[config.mk]
export PLATFORM = sky130hd
export DESIGN_NAME = selector_cuadro_flat
export DESIGN_NICKNAME = d
export VERILOG_FILES = /design/src/rtl/selector_cuadro_if.sv /design/src/rtl/selector_cuadro.sv /design/src/flat_wrapper.sv
export SDC_FILE = /design/constraint.sdc
export NUM_CORES = 1
export LEC_CHECK = 0
export CAP_MARGIN = 20
export CORE_ASPECT_RATIO = 0.7
export CORE_UTILIZATION = 40
export DETAILED_ROUTE_END_ITERATION = 10
export PLACE_DENSITY = 0.55
export SYNTH_ARGS = -nofsm -noshare
export SYNTH_HDL_FRONTEND = slang
export SYNTH_SLANG_ARGS = --single-unit
[constraint.sdc]
create_clock -name clk_100MHz -period 3.86 [get_ports clk_100MHz]
set_input_delay 0.965 -clock clk_100MHz [delete_from_list [all_inputs] [get_ports clk_100MHz]]
set_output_delay 0.965 -clock clk_100MHz [all_outputs]
set_load 0.02 [all_outputs]
[src/rtl/selector_cuadro_if.sv]
// Button/board inputs and cursor/selection outputs of the selector_cuadro input stage.
// master: the side driving buttons and board state; slave: selector_cuadro itself.
interface selector_cuadro_if;
  logic       btn_up;
  logic       btn_down;
  logic       btn_left;
  logic       btn_right;
  logic       btn_select;
  logic       habilitado;
  logic [8:0] ocupado;
  logic [8:0] cuadro;
  logic [8:0] cursor;
  logic       rechazado;

  modport master (
    output btn_up, btn_down, btn_left, btn_right, btn_select, habilitado, ocupado,
    input  cuadro, cursor, rechazado
  );

  modport slave (
    input  btn_up, btn_down, btn_left, btn_right, btn_select, habilitado, ocupado,
    output cuadro, cursor, rechazado
  );
endinterface

[src/rtl/selector_cuadro.sv]
// Tic-tac-toe input stage: synchronises and debounces five buttons, moves a 3x3 cursor and
// emits one-hot square selections. Define CURSOR_WRAP_EN to wrap the cursor at the board edges.
module selector_cuadro #(
  parameter int unsigned DEBOUNCE_CYCLES = 1_000_000
) (
  input logic               clk_100MHz,
  input logic               reset_n,
  selector_cuadro_if.slave  bus
);

  localparam int unsigned CNT_W = $clog2(DEBOUNCE_CYCLES);
  localparam logic [CNT_W-1:0] CntMax = CNT_W'(DEBOUNCE_CYCLES - 1);

  localparam int unsigned BtnUp    = 0;
  localparam int unsigned BtnDown  = 1;
  localparam int unsigned BtnLeft  = 2;
  localparam int unsigned BtnRight = 3;
  localparam int unsigned BtnSel   = 4;

  logic [4:0] btn_raw;
  logic [4:0] sync1_q, sync2_q;
  logic [4:0] deb_q, deb_d, deb_prev_q;
  logic [4:0] ev_q, ev_d;
  logic [CNT_W-1:0] cnt_q [5];
  logic [CNT_W-1:0] cnt_d [5];

  logic [1:0] row_q, row_d, col_q, col_d;
  logic [8:0] cursor_q, cursor_d;
  logic [8:0] cuadro_q, cuadro_d;
  logic       rech_q, rech_d;
  logic [3:0] sel_idx, nxt_idx;

  assign btn_raw = {bus.btn_select, bus.btn_right, bus.btn_left, bus.btn_down, bus.btn_up};

  // Counter runs only while the synced level disagrees with the accepted level.
  always_comb begin
    for (int i = 0; i < 5; i++) begin
      deb_d[i] = deb_q[i];
      cnt_d[i] = '0;
      if (sync2_q[i] != deb_q[i]) begin
        if (cnt_q[i] == CntMax) begin
          deb_d[i] = sync2_q[i];
        end else begin
          cnt_d[i] = cnt_q[i] + 1'b1;
        end
      end
    end
    ev_d = deb_q & ~deb_prev_q;
  end

  function automatic logic [1:0] pos_dec(input logic [1:0] v);
`ifdef CURSOR_WRAP_EN
    return (v == 2'd0) ? 2'd2 : v - 2'd1;
`else
    return (v == 2'd0) ? 2'd0 : v - 2'd1;
`endif
  endfunction

  function automatic logic [1:0] pos_inc(input logic [1:0] v);
`ifdef CURSOR_WRAP_EN
    return (v == 2'd2) ? 2'd0 : v + 2'd1;
`else
    return (v == 2'd2) ? 2'd2 : v + 2'd1;
`endif
  endfunction

  assign sel_idx = 4'(row_q) * 4'd3 + 4'(col_q);
  assign nxt_idx = 4'(row_d) * 4'd3 + 4'(col_d);

  // Select is judged on the pre-move cursor; at most one direction event is applied.
  always_comb begin
    row_d    = row_q;
    col_d    = col_q;
    cuadro_d = '0;
    rech_d   = 1'b0;
    if (bus.habilitado) begin
      if (ev_q[BtnSel]) begin
        if (bus.ocupado[sel_idx]) begin
          rech_d = 1'b1;
        end else begin
          cuadro_d = 9'd1 << sel_idx;
        end
      end
      if (ev_q[BtnUp]) begin
        row_d = pos_dec(row_q);
      end else if (ev_q[BtnDown]) begin
        row_d = pos_inc(row_q);
      end else if (ev_q[BtnLeft]) begin
        col_d = pos_dec(col_q);
      end else if (ev_q[BtnRight]) begin
        col_d = pos_inc(col_q);
      end
    end
    cursor_d = 9'd1 << nxt_idx;
  end

  always_ff @(posedge clk_100MHz or negedge reset_n) begin
    if (!reset_n) begin
      sync1_q    <= '0;
      sync2_q    <= '0;
      deb_q      <= '0;
      deb_prev_q <= '0;
      ev_q       <= '0;
      for (int i = 0; i < 5; i++) begin
        cnt_q[i] <= '0;
      end
      row_q    <= 2'd1;
      col_q    <= 2'd1;
      cursor_q <= 9'b000010000;
      cuadro_q <= '0;
      rech_q   <= 1'b0;
    end else begin
      sync1_q    <= btn_raw;
      sync2_q    <= sync1_q;
      deb_q      <= deb_d;
      deb_prev_q <= deb_q;
      ev_q       <= ev_d;
      for (int i = 0; i < 5; i++) begin
        cnt_q[i] <= cnt_d[i];
      end
      row_q    <= row_d;
      col_q    <= col_d;
      cursor_q <= cursor_d;
      cuadro_q <= cuadro_d;
      rech_q   <= rech_d;
    end
  end

  assign bus.cursor    = cursor_q;
  assign bus.cuadro    = cuadro_q;
  assign bus.rechazado = rech_q;

endmodule
[src/flat_wrapper.sv]
// flat-port wrapper written by rule: the top's interface ports become plain ports
module selector_cuadro_flat 
#(
  parameter int unsigned DEBOUNCE_CYCLES = 1_000_000
)
  (clk_100MHz, reset_n, bus_btn_up, bus_btn_down, bus_btn_left, bus_btn_right, bus_btn_select, bus_habilitado, bus_ocupado, bus_cuadro, bus_cursor, bus_rechazado);
  selector_cuadro_if bus_i ();
  input logic clk_100MHz;
  input logic reset_n;
  input wire logic [$bits(bus_i.btn_up)-1:0] bus_btn_up;
  input wire logic [$bits(bus_i.btn_down)-1:0] bus_btn_down;
  input wire logic [$bits(bus_i.btn_left)-1:0] bus_btn_left;
  input wire logic [$bits(bus_i.btn_right)-1:0] bus_btn_right;
  input wire logic [$bits(bus_i.btn_select)-1:0] bus_btn_select;
  input wire logic [$bits(bus_i.habilitado)-1:0] bus_habilitado;
  input wire logic [$bits(bus_i.ocupado)-1:0] bus_ocupado;
  output wire logic [$bits(bus_i.cuadro)-1:0] bus_cuadro;
  output wire logic [$bits(bus_i.cursor)-1:0] bus_cursor;
  output wire logic [$bits(bus_i.rechazado)-1:0] bus_rechazado;
  assign bus_i.btn_up = bus_btn_up;
  assign bus_i.btn_down = bus_btn_down;
  assign bus_i.btn_left = bus_btn_left;
  assign bus_i.btn_right = bus_btn_right;
  assign bus_i.btn_select = bus_btn_select;
  assign bus_i.habilitado = bus_habilitado;
  assign bus_i.ocupado = bus_ocupado;
  assign bus_cuadro = bus_i.cuadro;
  assign bus_cursor = bus_i.cursor;
  assign bus_rechazado = bus_i.rechazado;
  selector_cuadro #(.DEBOUNCE_CYCLES(DEBOUNCE_CYCLES)) u_core (.clk_100MHz(clk_100MHz), .reset_n(reset_n), .bus(bus_i));
endmodule
==> metrics.cfg <==
[timing]
slew_headroom_pct = 45.7
final-setup-viol-count = 0
worst-slew-pin-transition_ns = 0.815
slew_viol_final = 0
unrepaired_setup_endpoints_after_global_routing = no
fmaxAchievable_mhz = 273
period_needed_ns = 3.66
timing.hold.ws_ns = 0.347
hold_viol_final = 0
skew_final_ns = 0.0103
final.period_utilization_pct = 94.9

[cells_and_area]
layout.cell_area.non_filler_um2 = 8230
layout_commonest_cell = sky130_fd_sc_hd__dfrtp_1
diodes = 0
filler_cells_inserted = 1539
instances_no_fill = 952
syn2layout_area_growth_pct = 17.9
design.final.nets = 750
final_layout_size_suffix_gt1_share_pct = 8.53
final_util_pct = 49.3
final_cell_mix = sky130_fd_sc_hd__dfrtp_1, sky130_fd_sc_hd__nor2_1, sky130_fd_sc_hd__nand3_1

[power]
power_per_cell_area_nw_per_um2 = 407
vdd_ir_drop_max_mv = 0.267
finalPower_uw = 3350
p_leak_uw = 0.00343

[synth]
syn_inst = 665
ys_types = 43
syn-cell-area_um2 = 6980
synth_top_flop_cell = sky130_fd_sc_hd__dfrtp_1
ys_ff_latch = 148
postSynth.asyncResetShare_pct = 100
synthesis.nets = 701
yosys_warnings = 0
synth_area_per_cell_um2 = 10.5
register_area_share_after_synthesis_pct = 53.1
synth_edf_count = 0

[worst_setup_path]
worstSetupStartpointType = input pin
critical_path.max_fanout = 6
critPathCaptureType = flip-flop
worstPathArrival_ns = 4.00
worstPathRequired_ns = 4.20
critical_path.max_stage_delay_ns = 0.56
critical-path-slowest-cell = sky130_fd_sc_hd__clkdlybuf4s50_1
worst-setup-path-type = in2reg
cpMostUsedCell = sky130_fd_sc_hd__fa_1
r2r_setup_slack_ns = 0.63
crit_path_cell_trace = clkdlybuf4s50_1, nor3b_1, nand3_1, a21oi_1, a221oi_2, fa_1, nand2b_1, fa_1, or3b_2, nor2_1
critical_path.top_delay_family = simple AND/OR/NAND/NOR gates
critical_path_buf_inv_count = 1

[clock_tree]
cts.sinks = 148
cts_max_path_buffers = 2
number_of_cts_inserted_buffers = 17
cts.hold.buffers_added = 0
cts_tree = yes
clock_tree.root_cell = sky130_fd_sc_hd__clkbuf_16
cts_repair_resize_count = 0
clkSlewWorstSetupHoldPaths_ns = 0.06
clk_latency_ns = 0.42
cts_post_setup_buffers_inserted = 0
htree_levels = 4

[drt]
route.vias.total = 5049
drt_drc_violations_left = 0
detail_route.iter0.violations = 300
routed_via_density = 5.30
ant_nets = 0
drt_pass1_iterations = 4
finalWirelength_mm = 13.7
wire_per_inst_um = 14.4

[placed_design]
dpl_cell_area_um2 = 7620
place.gp.congestion = 0.794
numPlacedInstances = 920
placement.io_buffers = 35
dp.final_hpwl_mm = 9.36

[floorplanning]
die_span_x_um = 160
placement_rows = 39
core_region_area_um2 = 16700
dieHeight_um = 113
initial_utilization_pct = 41.8
num_io_pins = 36
design.die.area_um2 = 18000

[outcome]
outcome = completed

[global_route]
grtUsageMet3_pct = 4.21
grt.busiest_layer = met2
grt_start_max_net_pins = 79
grt.met2_usage_pct = 24.3
grt_overflow_total = 0
grt_first_pass_wirelength_mm = 23.7
grt_antenna_before_repair = 0
grt_pass1_vias = 4851
global_route.usage.total_pct = 16.4
grtUsageMet1_pct = 23.2

[worst_hold_path]
min-delay-path-class = reg2reg

[run]
max_cap_violations = 0

==> sequential cells by signal, indices dropped and copies added (netlist names) <==
register and cells:
u_core.col_q 2, u_core.ev_q 5, u_core.bus.cursor 9, u_core.sync2_q 5
u_core.deb_q 5, u_core.sync1_q 5, u_core.bus.cuadro 9, u_core.deb_prev_q 5
u_core.bus.rechazado 1, u_core.row_q 2, u_core.cnt_q 100
==> worst reg2reg max path: stages, from the launching register on <==
cell and delay [ns]:
sky130_fd_sc_hd__dfstp_2 0.60, sky130_fd_sc_hd__inv_1 0.09, sky130_fd_sc_hd__ha_1 0.29, sky130_fd_sc_hd__nand3_1 0.09, sky130_fd_sc_hd__a21oi_1 0.07, sky130_fd_sc_hd__a221o_1 0.30
sky130_fd_sc_hd__inv_1 0.10, sky130_fd_sc_hd__fa_1 0.44, sky130_fd_sc_hd__nand2b_1 0.17, sky130_fd_sc_hd__fa_1 0.45, sky130_fd_sc_hd__or3b_2 0.46, sky130_fd_sc_hd__nor2_1 0.11
==> metrics by stage <==
stage	setup slack, ns	TNS [ns]
2_1_floorplan	0.353	0
3_3_place_gp	-0.268	-1.09
3_5_place_dp	-0.306	-1.33
4_1_cts	0.123	0
5_1_grt	0.0477	0
6_report	0.197	0
==> synth_stat cells, types with 2 or more instances <==
cell type | number | area, um^2
sky130_fd_sc_hd__dfrtp_1 | 145 | 3630
sky130_fd_sc_hd__nor2_1 | 77 | 289
sky130_fd_sc_hd__nand3_1 | 42 | 210
sky130_fd_sc_hd__a21oi_1 | 37 | 185
sky130_fd_sc_hd__xor2_1 | 37 | 324
sky130_fd_sc_hd__nand2_1 | 34 | 128
sky130_fd_sc_hd__inv_1 | 29 | 109
sky130_fd_sc_hd__xnor2_1 | 26 | 228
sky130_fd_sc_hd__or3_1 | 23 | 144
sky130_fd_sc_hd__o21ai_0 | 20 | 100
sky130_fd_sc_hd__nand4_1 | 19 | 119
sky130_fd_sc_hd__nor3_1 | 17 | 85.1
sky130_fd_sc_hd__or4_1 | 17 | 128
sky130_fd_sc_hd__ha_1 | 15 | 188
sky130_fd_sc_hd__nor4_1 | 15 | 93.8
sky130_fd_sc_hd__o31ai_1 | 14 | 105
sky130_fd_sc_hd__and2_1 | 11 | 68.8
sky130_fd_sc_hd__clkbuf_1 | 9 | 33.8
sky130_fd_sc_hd__nand2b_1 | 9 | 56.3
sky130_fd_sc_hd__and3_1 | 8 | 50.1
sky130_fd_sc_hd__buf_2 | 7 | 35.0
sky130_fd_sc_hd__and4_1 | 6 | 52.6
sky130_fd_sc_hd__or4b_1 | 6 | 60.1
sky130_fd_sc_hd__mux2_2 | 5 | 56.3
sky130_fd_sc_hd__nor2b_1 | 5 | 31.3
sky130_fd_sc_hd__fa_1 | 4 | 80.1
sky130_fd_sc_hd__o31ai_4 | 4 | 85.1
sky130_fd_sc_hd__a221o_1 | 3 | 30.0
sky130_fd_sc_hd__dfstp_2 | 3 | 78.8
sky130_fd_sc_hd__nor4b_1 | 3 | 26.3
sky130_fd_sc_hd__a221oi_1 | 2 | 17.5
sky130_fd_sc_hd__mux4_2 | 2 | 45.0
==> path summary, 6_finish.rpt <==
check,cells after the start,start,end
min in group asynchronous,1,reset_n,u_core.cnt_q[60]
min reg2reg,0,u_core.sync1_q[4],u_core.sync2_q[4]
min,0,u_core.sync1_q[4],u_core.sync2_q[4]
max,10,bus_habilitado,u_core.bus.cursor[6]
max reg2reg,11,u_core.row_q[0],u_core.bus.cursor[6]
max in group asynchronous,2,reset_n,u_core.bus.cuadro[5]
==> area by class of cell <==
class                   instances  area, um^2  area share (%)
inverters                      29         109            1.32
clock inverters                10         130            1.58
flip-flops and latches        148        3710            45.1
well taps                     225         282            3.42
multi-input cells             472        3100            37.7
clock buffers                  22         464            5.64
repair buffers                 46         434            5.28
==> cells by family (layout without fill, tap and decap cells) <==
group	Yosys count	count (layout)	share of synthesized area (%)
AOI/OAI and AO/OA	84	84	7.98
xor gates and xnor gates	63	63	7.91
adders and majority gates	19	19	3.84
buffers and inverters	45	107	2.55
DFF	148	148	53.1
muxes	7	7	1.45
and+or+nand+nor	299	299	23.1
==> layer usage <==
layer,vias up,wire length [um]
met1,2497,6990
met5,-,0
met3,12,468
met2,77,6120
li1,2463,-
met4,0,127
==> report_power, final <==
group | switching (uW) | leakage, uW | internal [uW]
Sequential | 16.7 | 0.00201 | 1570
Combinational | 65.4 | 0.00113 | 36.2
Clock | 616 | 0.000290 | 1050
Power figures use the tool's default switching activity.
